--- src/rtl/i2c_pkg.sv ---
// Shared definitions for the I2C configuration path: sequencer state
// encoding, the 24-bit write word layout and the default register table.
package i2c_pkg;

  localparam int I2C_WORD_W = 24;

  // Byte fields inside one write word.
  localparam int ADDR_LSB = 16;
  localparam int SUB_LSB  = 8;
  localparam int DATA_LSB = 0;

  typedef logic [I2C_WORD_W-1:0] i2c_word_t;

  typedef enum logic [3:0] {
    S_IDLE     = 4'd0,
    S_FETCH    = 4'd1,
    S_LOAD     = 4'd2,
    S_GO       = 4'd3,
    S_WAIT_END = 4'd4,
    S_CHECK    = 4'd5,
    S_GAP      = 4'd6,
    S_DONE     = 4'd7,
    S_ERROR    = 4'd8
  } state_e;

  function automatic i2c_word_t make_word(input logic [7:0] addr,
                                          input logic [7:0] sub,
                                          input logic [7:0] data);
    i2c_word_t w;
    w = '0;
    w[ADDR_LSB +: 8] = addr;
    w[SUB_LSB  +: 8] = sub;
    w[DATA_LSB +: 8] = data;
    return w;
  endfunction

  // Default codec init table; entries beyond the list read as zero.
  function automatic i2c_word_t default_table(input int idx);
    i2c_word_t w;
    case (idx)
      0:       w = make_word(8'h34, 8'h00, 8'h1F);
      1:       w = make_word(8'h34, 8'h02, 8'h17);
      2:       w = make_word(8'h34, 8'h04, 8'h79);
      3:       w = make_word(8'h34, 8'h06, 8'h79);
      4:       w = make_word(8'h34, 8'h08, 8'h12);
      5:       w = make_word(8'h34, 8'h0A, 8'h06);
      6:       w = make_word(8'h34, 8'h0C, 8'h00);
      7:       w = make_word(8'h34, 8'h0E, 8'h01);
      8:       w = make_word(8'h34, 8'h10, 8'h02);
      9:       w = make_word(8'h34, 8'h12, 8'h01);
      default: w = '0;
    endcase
    return w;
  endfunction

endpackage

--- src/rtl/i2c_config_sequencer.sv ---
// Walks the register table and hands each word to the 3-byte I2C write
// controller, retrying NACKed or timed-out transfers and reporting
// done, or error with the failing index.
//
// Controller handshake: i2c_go is a single-cycle request that is only
// raised while no transfer is outstanding; the controller answers with a
// single-cycle i2c_end, qualified by i2c_nack in that same cycle. An
// i2c_end that arrives while no transfer is outstanding is ignored, and a
// missing i2c_end is closed out by the timeout as a failed transfer.
module i2c_config_sequencer
  import i2c_pkg::*;
#(
  parameter int NUM_REGS       = 16,
  parameter int IDX_W          = 4,
  parameter int MAX_RETRY      = 3,
  parameter int GAP_CYCLES     = 16,
  parameter int TIMEOUT_CYCLES = 64
) (
  input  logic                  CLK,
  input  logic                  reset,
  input  logic                  start,
  output logic [IDX_W-1:0]      lut_addr,
  input  logic [I2C_WORD_W-1:0] lut_data,
  output logic [I2C_WORD_W-1:0] i2c_data,
  output logic                  i2c_go,
  input  logic                  i2c_end,
  input  logic                  i2c_nack,
  output logic                  busy,
  output logic                  done,
  output logic                  error,
  output logic [IDX_W-1:0]      err_index,
  output state_e                dbg_state
);

  localparam int RETRY_W = (MAX_RETRY > 0) ? $clog2(MAX_RETRY + 1) : 1;
  localparam int GAP_W   = (GAP_CYCLES > 1) ? $clog2(GAP_CYCLES) : 1;
  localparam int TMO_W   = $clog2(TIMEOUT_CYCLES);

  localparam logic [IDX_W-1:0]   IDX_LAST  = IDX_W'(NUM_REGS - 1);
  localparam logic [RETRY_W-1:0] RETRY_MAX = RETRY_W'(MAX_RETRY);
  localparam logic [GAP_W-1:0]   GAP_LAST  = GAP_W'(GAP_CYCLES - 1);
  localparam logic [TMO_W-1:0]   TMO_LAST  = TMO_W'(TIMEOUT_CYCLES - 1);

  state_e             state_d,     state_q;
  logic [IDX_W-1:0]   idx_d,       idx_q;
  logic [RETRY_W-1:0] retry_d,     retry_q;
  logic [GAP_W-1:0]   gap_d,       gap_q;
  logic [TMO_W-1:0]   tmo_d,       tmo_q;
  logic               fail_d,      fail_q;
  logic [IDX_W-1:0]   lut_addr_d,  lut_addr_q;
  i2c_word_t          i2c_data_d,  i2c_data_q;
  logic               i2c_go_d,    i2c_go_q;
  logic               busy_d,      busy_q;
  logic               done_d,      done_q;
  logic               error_d,     error_q;
  logic [IDX_W-1:0]   err_index_d, err_index_q;

  // Next-state and next-output computation for the sequencer.
  always_comb begin
    state_d     = state_q;
    idx_d       = idx_q;
    retry_d     = retry_q;
    gap_d       = gap_q;
    tmo_d       = tmo_q;
    fail_d      = fail_q;
    lut_addr_d  = lut_addr_q;
    i2c_data_d  = i2c_data_q;
    err_index_d = err_index_q;

    case (state_q)
      S_IDLE, S_DONE, S_ERROR: begin
        if (start) begin
          state_d = S_FETCH;
          idx_d   = '0;
          retry_d = '0;
        end
      end
      S_FETCH: state_d = S_LOAD;
      S_LOAD: begin
        i2c_data_d = lut_data;
        state_d    = S_GO;
      end
      S_GO: begin
        tmo_d   = '0;
        state_d = S_WAIT_END;
      end
      S_WAIT_END: begin
        // A real end beats a timeout expiring in the same cycle.
        if (i2c_end) begin
          fail_d  = i2c_nack;
          state_d = S_CHECK;
        end else if (tmo_q == TMO_LAST) begin
          fail_d  = 1'b1;
          state_d = S_CHECK;
        end else begin
          tmo_d = tmo_q + 1'b1;
        end
      end
      S_CHECK: begin
        if (!fail_q) begin
          retry_d = '0;
          // Decide DONE before incrementing so the index never wraps.
          if (idx_q == IDX_LAST) begin
            state_d = S_DONE;
          end else begin
            idx_d   = idx_q + 1'b1;
            gap_d   = '0;
            state_d = S_GAP;
          end
        end else if (retry_q < RETRY_MAX) begin
          retry_d = retry_q + 1'b1;
          gap_d   = '0;
          state_d = S_GAP;
        end else begin
          err_index_d = idx_q;
          state_d     = S_ERROR;
        end
      end
      S_GAP: begin
        if (gap_q == GAP_LAST) begin
          state_d = S_FETCH;
        end else begin
          gap_d = gap_q + 1'b1;
        end
      end
      default: state_d = S_IDLE;
    endcase

    // The ROM address is registered on entry to FETCH so the word is
    // ready at the ROM output by the time LOAD samples it.
    if (state_d == S_FETCH) begin
      lut_addr_d = idx_d;
    end

    i2c_go_d = (state_q == S_GO);
    busy_d   = !(state_d inside {S_IDLE, S_DONE, S_ERROR});
    done_d   = (state_d == S_DONE);
    error_d  = (state_d == S_ERROR);
  end

  // State, counters and registered outputs.
  always_ff @(posedge CLK) begin
    if (reset) begin
      state_q     <= S_IDLE;
      idx_q       <= '0;
      retry_q     <= '0;
      gap_q       <= '0;
      tmo_q       <= '0;
      fail_q      <= 1'b0;
      lut_addr_q  <= '0;
      i2c_data_q  <= '0;
      i2c_go_q    <= 1'b0;
      busy_q      <= 1'b0;
      done_q      <= 1'b0;
      error_q     <= 1'b0;
      err_index_q <= '0;
    end else begin
      state_q     <= state_d;
      idx_q       <= idx_d;
      retry_q     <= retry_d;
      gap_q       <= gap_d;
      tmo_q       <= tmo_d;
      fail_q      <= fail_d;
      lut_addr_q  <= lut_addr_d;
      i2c_data_q  <= i2c_data_d;
      i2c_go_q    <= i2c_go_d;
      busy_q      <= busy_d;
      done_q      <= done_d;
      error_q     <= error_d;
      err_index_q <= err_index_d;
    end
  end

  assign lut_addr  = lut_addr_q;
  assign i2c_data  = i2c_data_q;
  assign i2c_go    = i2c_go_q;
  assign busy      = busy_q;
  assign done      = done_q;
  assign error     = error_q;
  assign err_index = err_index_q;
  assign dbg_state = state_q;

endmodule

--- config.mk ---
export PLATFORM = sky130hd
export DESIGN_NAME = i2c_config_sequencer
export DESIGN_NICKNAME = d
export VERILOG_FILES = /design/src/rtl/i2c_pkg.sv /design/src/rtl/i2c_config_sequencer.sv
export SDC_FILE = /design/constraint.sdc
export NUM_CORES = 1
export LEC_CHECK = 0
export CORE_ASPECT_RATIO = 0.6
export CORE_UTILIZATION = 48
export CTS_CLUSTER_SIZE = 10
export DETAILED_ROUTE_END_ITERATION = 7
export PLACE_DENSITY = 0.8
export RECOVER_POWER = 50
export SYNTH_ARGS = -nofsm -noshare
export SYNTH_HDL_FRONTEND = slang
export SYNTH_SLANG_ARGS = --single-unit
--- constraint.sdc ---
create_clock -name CLK -period 2.5 [get_ports CLK]
set_clock_uncertainty 0.2 [all_clocks]
set_input_delay 0.375 -clock CLK [delete_from_list [all_inputs] [get_ports CLK]]
set_output_delay 0.375 -clock CLK [all_outputs]
set_load 0.005 [all_outputs]
==> results.json, run 1 <==
{
  "ys_seq_elements": 57,
  "antenna_found_initial": 0,
  "grt_pass1_vias": 1985,
  "dp_hpwl_um": 4360,
  "post-route-drc-count": 0,
  "drt_iter0_drc": 141,
  "die_w_um": 95.3,
  "initial_core_util_pct": 52.2,
  "vias": 2208,
  "placed_cell_area_um2": 3290,
  "slew_headroom_pct": 66.1,
  "ys_warn_count": 0,
  "cts_resized": 0,
  "grt_pass1_wl_um": 9780,
  "cp_slowest_cell": "dfxtp_1",
  "crit_arrival_ps": 2300,
  "final.min_clock_period_ps": 2270,
  "fin_tns_setup_ps": 0,
  "ant_nets": 0,
  "crit_fanout": 10,
  "cts_tree": "yes",
  "syn_nets": 317,
  "maxSlewViolCount": 0,
  "cts_buffers": 9,
  "routed_wl_um": 6060,
  "required_ps": 2520,
  "ys_async_sr_fraction_pct": 0,
  "portBuffers": 68,
  "synth_ff_type": "dfxtp_1",
  "synth.mux.area_fraction_pct": 4.79,
  "rows": 19,
  "design.die.area_um2": 5530,
  "p_leak_nw": 1.35,
  "period_share_pct": 90.9,
  "root_buffer": "clkbuf_8",
  "critPathKind": "register to register",
  "fmax_mhz": 440,
  "critPathMaxStageDelay_ps": 520,
  "nFillCells": 389,
  "grt_max_degree": 38,
  "vias_per_cell": 5.20,
  "synth_compound_area_share_pct": 15.4,
  "syn-cell-area_um2": 2510,
  "ios": 69,
  "drv_cap": 0,
  "layout.nets": 393,
  "synth_edf_count": 0,
  "post_cts_buffers": 0,
  "worst_slew_pin_slew_ps": 507,
  "finalSetupViolations": 0,
  "start_kind": "register",
  "postCtsHoldBufs": 0,
  "rsz0062_at_grt": "no",
  "final_area_um2": 3440,
  "cts_sinks": 57,
  "worstPathCellList": "clkbuf_1, and4bb_4, a22oi_4, o21a_4, nand4b_4, mux2_4",
  "area_growth_syn_to_layout_pct": 37.0,
  "first_pass_iters": 4,
  "post-place-ws_ps": 128,
  "synth.avg_cell_area_um2": 8.83,
  "grt_overflow_total": 0,
  "synth_fa_ha_area_share_pct": 2.00,
  "hold_class": "register to register",
  "synth-xor-area-share_pct": 2.79,
  "clock_latency_ps": 340,
  "ys_types": 47,
  "ir_worst_vdd_mv": 0.413,
  "path_clk_slew_ps": 60,
  "cp-end-kind": "register",
  "synthSimpleGateAreaFrac_pct": 25.6,
  "layout-drive-gt1-share_pct": 8.84,
  "mostFrequentLayoutCell": "dfxtp_1",
  "die_h_um": 58.0,
  "layout_common_cells": "57 x dfxtp_1, 56 x nand2_1, 39 x a21oi_1",
  "status": "finished clean",
  "path_buf_inv": 1,
  "syn_inst": 284,
  "htree_levels": 3,
  "yosysSeqAreaShare_pct": 45.5,
  "routedWlPerCell_um": 14.3,
  "gp_congestion": 0.842,
  "antennaDiodeCount": 0,
  "grt_usage_pct": 23.9,
  "powerDensity_nw_per_um2": 757,
  "fp.coreArea_um2": 4800,
  "setup_ws_ps": 228,
  "synth_top_family_by_area": "simple AND/OR/NAND/NOR gates",
  "hold_viol": 0,
  "clockBufferDepth": 2,
  "path_delay_family": "flip-flops"
}
## cells by family after synthesis
kind of cell / after synthesis
xor+xnor: 8
mux: 10
fa+ha+maj: 4
buf+inv: 19
simple gates: 126
compound gates: 60
flops: 57
## worst register-to-register path: stages (launching register included)
cell and delay [ps]:
dfxtp_1 520, clkbuf_1 330, and4bb_4 270, a22oi_4 170, o21a_4 190, nand4b_4 150, mux2_4 330
## per-stage QoR
step	total power [mW]	hold WS, ps	utilization (%)	cells
floorplan	1.57	253	-	284
global placement	1.92	242	68.6	412
detailed placement	1.95	246	68.6	412
CTS	2.65	254	71.7	425
global route	2.75	270	71.5	425
finish	2.60	250	71.5	425
## layer usage
| metal | global-route usage, % | share of wire, % |
|---|---|---|
| met3 | 7.09 | 6.6 |
| met2 | 34.9 | 43 |
| met1 | 32.7 | 49 |
| met4 | 10.4 | 1.2 |
| met5 | 0 | 0 |
## power by group
| part | switching (mW) | internal, mW |
|---|---|---|
| registers | 0.0822 | 1.01 |
| clock network | 0.331 | 0.368 |
| logic | 0.395 | 0.414 |
| total | 0.808 | 1.79 |
## path summary, 6_finish.rpt
path,end,start,slack (ps),depth (start not counted)
worst max-delay path,lut_addr[1],dbg_state[3],230,6
worst max register to register,lut_addr[1],dbg_state[3],230,6
worst min register to register,i2c_data[6],i2c_data[6],250,2
worst min-delay path,i2c_data[6],i2c_data[6],250,2
## flip-flops by register name (all words and copies together) (netlist names)
register	cells
i2c_go	1
i2c_data	24
busy	1
fail_q	1
dbg_state	4
idx_q	4
gap_q	4
retry_q	2
lut_addr	4
tmo_q	6
done	1
err_index	4
error	1
## area by class of cell
class                           instances  area, um2  area share [%]
Tap cell                               63       78.8            2.29
Clock inverter                          1       5.00           0.146
Inverter                                5       18.8           0.546
Multi-Input combinational cell        208       1280            37.2
Sequential cell                        57       1140            33.2
Timing Repair Buffer                   79        769            22.4
Clock buffer                           12        145            4.22
## cells in the mapped netlist (all sizes together), types with 2 or more instances
cell     number  share of area (%)
inv           5               0.75
a31oi         4                1.0
dfxtp        57                 46
and4bb        2                1.1
mux2i         6                2.4
o21bai        2               0.60
o21ai         3               0.60
nand4bb       2               0.90
mux2          4                2.4
nor3          5                1.0
nand4b        3                1.6
nand3b        2               0.60
nand3         6                1.2
nor2b         6                1.5
nand2b        2               0.50
xor2          2               0.70
nand2        56                8.4
o21a          2               0.90
nor2         28                4.2
a21o          2               0.60
xnor2         6                2.1
and2          4                1.0
clkbuf        7                1.0
nand4         2               0.50
buf           7                2.1
ha            4                2.0
nor4b         2                1.2
a21oi        39                7.8
Note: power is estimated with default switching activity, not from simulation.
==> run 2: changes to the inputs <==
==> constraint.sdc (replaced) <==
create_clock -name CLK -period 2.25 [get_ports CLK]
set_clock_uncertainty 0.2 [all_clocks]
set_input_delay 0.45 -clock CLK [delete_from_list [all_inputs] [get_ports CLK]]
set_output_delay 0.45 -clock CLK [all_outputs]
set_load 0.005 [all_outputs]
==> run 2 against run 1 <==
Power increased by 15%. Hold slack got worse by 0.85 ps. Die area unchanged. Critical path depth is the same. First-iteration DRC count increased by 26%. Sequential power is 12% higher. Final area is 1.6% higher. Utilization up 1.1 points. Clock power increased by 21%. Cell count is 2.1% higher. Worst setup slack worse by 140 ps. Via count up 2.6%. Critical path type unchanged. Critical endpoint unchanged. Largest cell class unchanged.
==> results.json, run 2 (synthesis gave the netlist of run 1 again) <==
{
  "fin_tns_setup_ps": 0,
  "critPathKind": "register to register",
  "whs_ps": 249,
  "mostFrequentLayoutCell": "nand2_1",
  "portBuffers": 68,
  "layout_common_cells": "56 x nand2_1, 55 x clkdlybuf4s50_1, 54 x dfxtp_1",
  "cts_buffers": 9,
  "antennaDiodeCount": 0,
  "root_buffer": "clkbuf_8",
  "rsz0062_at_grt": "no",
  "final.min_clock_period_ps": 2160,
  "post-place-ws_ps": -232,
  "crit_arrival_ps": 2180,
  "required_ps": 2270,
  "post-route-drc-count": 0,
  "grt_overflow_total": 0,
  "cp-end-kind": "register",
  "drt_iter0_drc": 177,
  "layout.nets": 399,
  "ant_nets": 0,
  "slew_headroom_pct": 66.9,
  "worst_slew_pin_slew_ps": 495,
  "grt_max_degree": 40,
  "vias": 2266,
  "initial_core_util_pct": 52.2,
  "gp_congestion": 0.823,
  "hold_viol": 0,
  "status": "finished clean",
  "design.die.area_um2": 5530,
  "p_total_mw": 3.00,
  "place_inst": 418,
  "htree_levels": 3,
  "vias_per_cell": 5.22,
  "fmax_mhz": 464,
  "ir_worst_vdd_mv": 0.638,
  "cts_sinks": 57,
  "fp.coreArea_um2": 4800,
  "setup_ws_ps": 93.1,
  "p_leak_nw": 1.33,
  "path_clk_slew_ps": 70,
  "grt_usage_pct": 25.1,
  "grt_pass1_vias": 2087,
  "crit_fanout": 5,
  "fin_cells": 434,
  "powerDensity_nw_per_um2": 860,
  "layout-drive-gt1-share_pct": 10.8,
  "routed_wl_um": 6310,
  "antenna_found_initial": 0,
  "placed_cell_area_um2": 3340,
  "largest_reg_flops": 24,
  "drv_cap": 0,
  "start_kind": "register",
  "rows": 19,
  "clockBufferDepth": 2,
  "hold_class": "register to register",
  "period_share_pct": 95.9,
  "cts_tree": "yes",
  "die_w_um": 95.3,
  "first_pass_iters": 4,
  "grt_pass1_wl_um": 10200,
  "maxSlewViolCount": 0,
  "postCtsHoldBufs": 0,
  "final_area_um2": 3490,
  "nFillCells": 370,
  "finalSetupViolations": 0,
  "die_h_um": 58.0,
  "dp_hpwl_um": 4380,
  "area_growth_syn_to_layout_pct": 39.2,
  "post-route-util_pct": 72.7,
  "routedWlPerCell_um": 14.5,
  "ios": 69,
  "clock_latency_ps": 330
}
run 2: cell count changes in the layout (fill, tap and decap cells not counted):
cell	before	now
dlygate4sd3_1	30	13
clkinv_2	1	3
clkbuf_1	3	6
o21ai_0	3	2
o21a_1	1	2
o21ai_1	0	1
clkbuf_8	10	11
dfxtp_1	57	54
o21a_4	1	0
dfxtp_2	0	3
buf_4	8	11
clkdlybuf4s50_1	38	55
run 2: worst paths after layout:
path | slack (ps) | startpoint | endpoint | depth (start not counted)
worst min-delay path | 250 | i2c_data[6] | i2c_data[6] | 2
worst min register to register | 250 | i2c_data[6] | i2c_data[6] | 2
worst max register to register | 90 | tmo_q[0] | lut_addr[1] | 6
worst max-delay path | 90 | tmo_q[0] | lut_addr[1] | 6
run 2: critical path, stage by stage, from the launching register on:
cell and delay (ps):
dfxtp_1 350, ha_1 250, nand2_1 100, o21bai_1 130, a2111oi_4 450, nand4b_4 260
mux2_4 320
run 2: cell type report:
type / count / area (um2) / area share [%]
flip-flops and latches: 57 / 1140 / 32.8
repair buffers: 85 / 803 / 23.0
inverters: 5 / 18.8 / 0.538
clock inverters: 3 / 15.0 / 0.430
clock buffers: 13 / 159 / 4.55
well taps: 63 / 78.8 / 2.26
multi-input cells: 208 / 1270 / 36.4
run 2: what timing repair did:
item / CTS / global route
resized for setup: 2 / 2
cloned: 0 / 0
endpoints found under the hold margin: 0 / 0
buffers inserted: 0 / 0
pin swaps: 0 / 0
setup endpoints to repair: 2 / 4
run 2: metal layers:
metal	up-vias	routed length, um	GRT usage [%]
li1	1143	-	-
met1	1031	3010	33.3
met2	80	2800	37.1
met3	12	395	8.27
met4	0	105	11.7
met5	-	0	0
run 2: power by group:
group	leakage, nW	switching (mW)	internal (mW)	total (mW)
combinational	0.769	0.447	0.485	0.932
sequential	0.463	0.0961	1.13	1.22
clock	0.0932	0.394	0.455	0.848
total	1.33	0.937	2.07	3.00
==> run 3: changes to the inputs <==
- CAP_MARGIN: unset -> 15
==> results of run 3 <==
The final DEF is identical to that of run 2; final timing and power are the same.
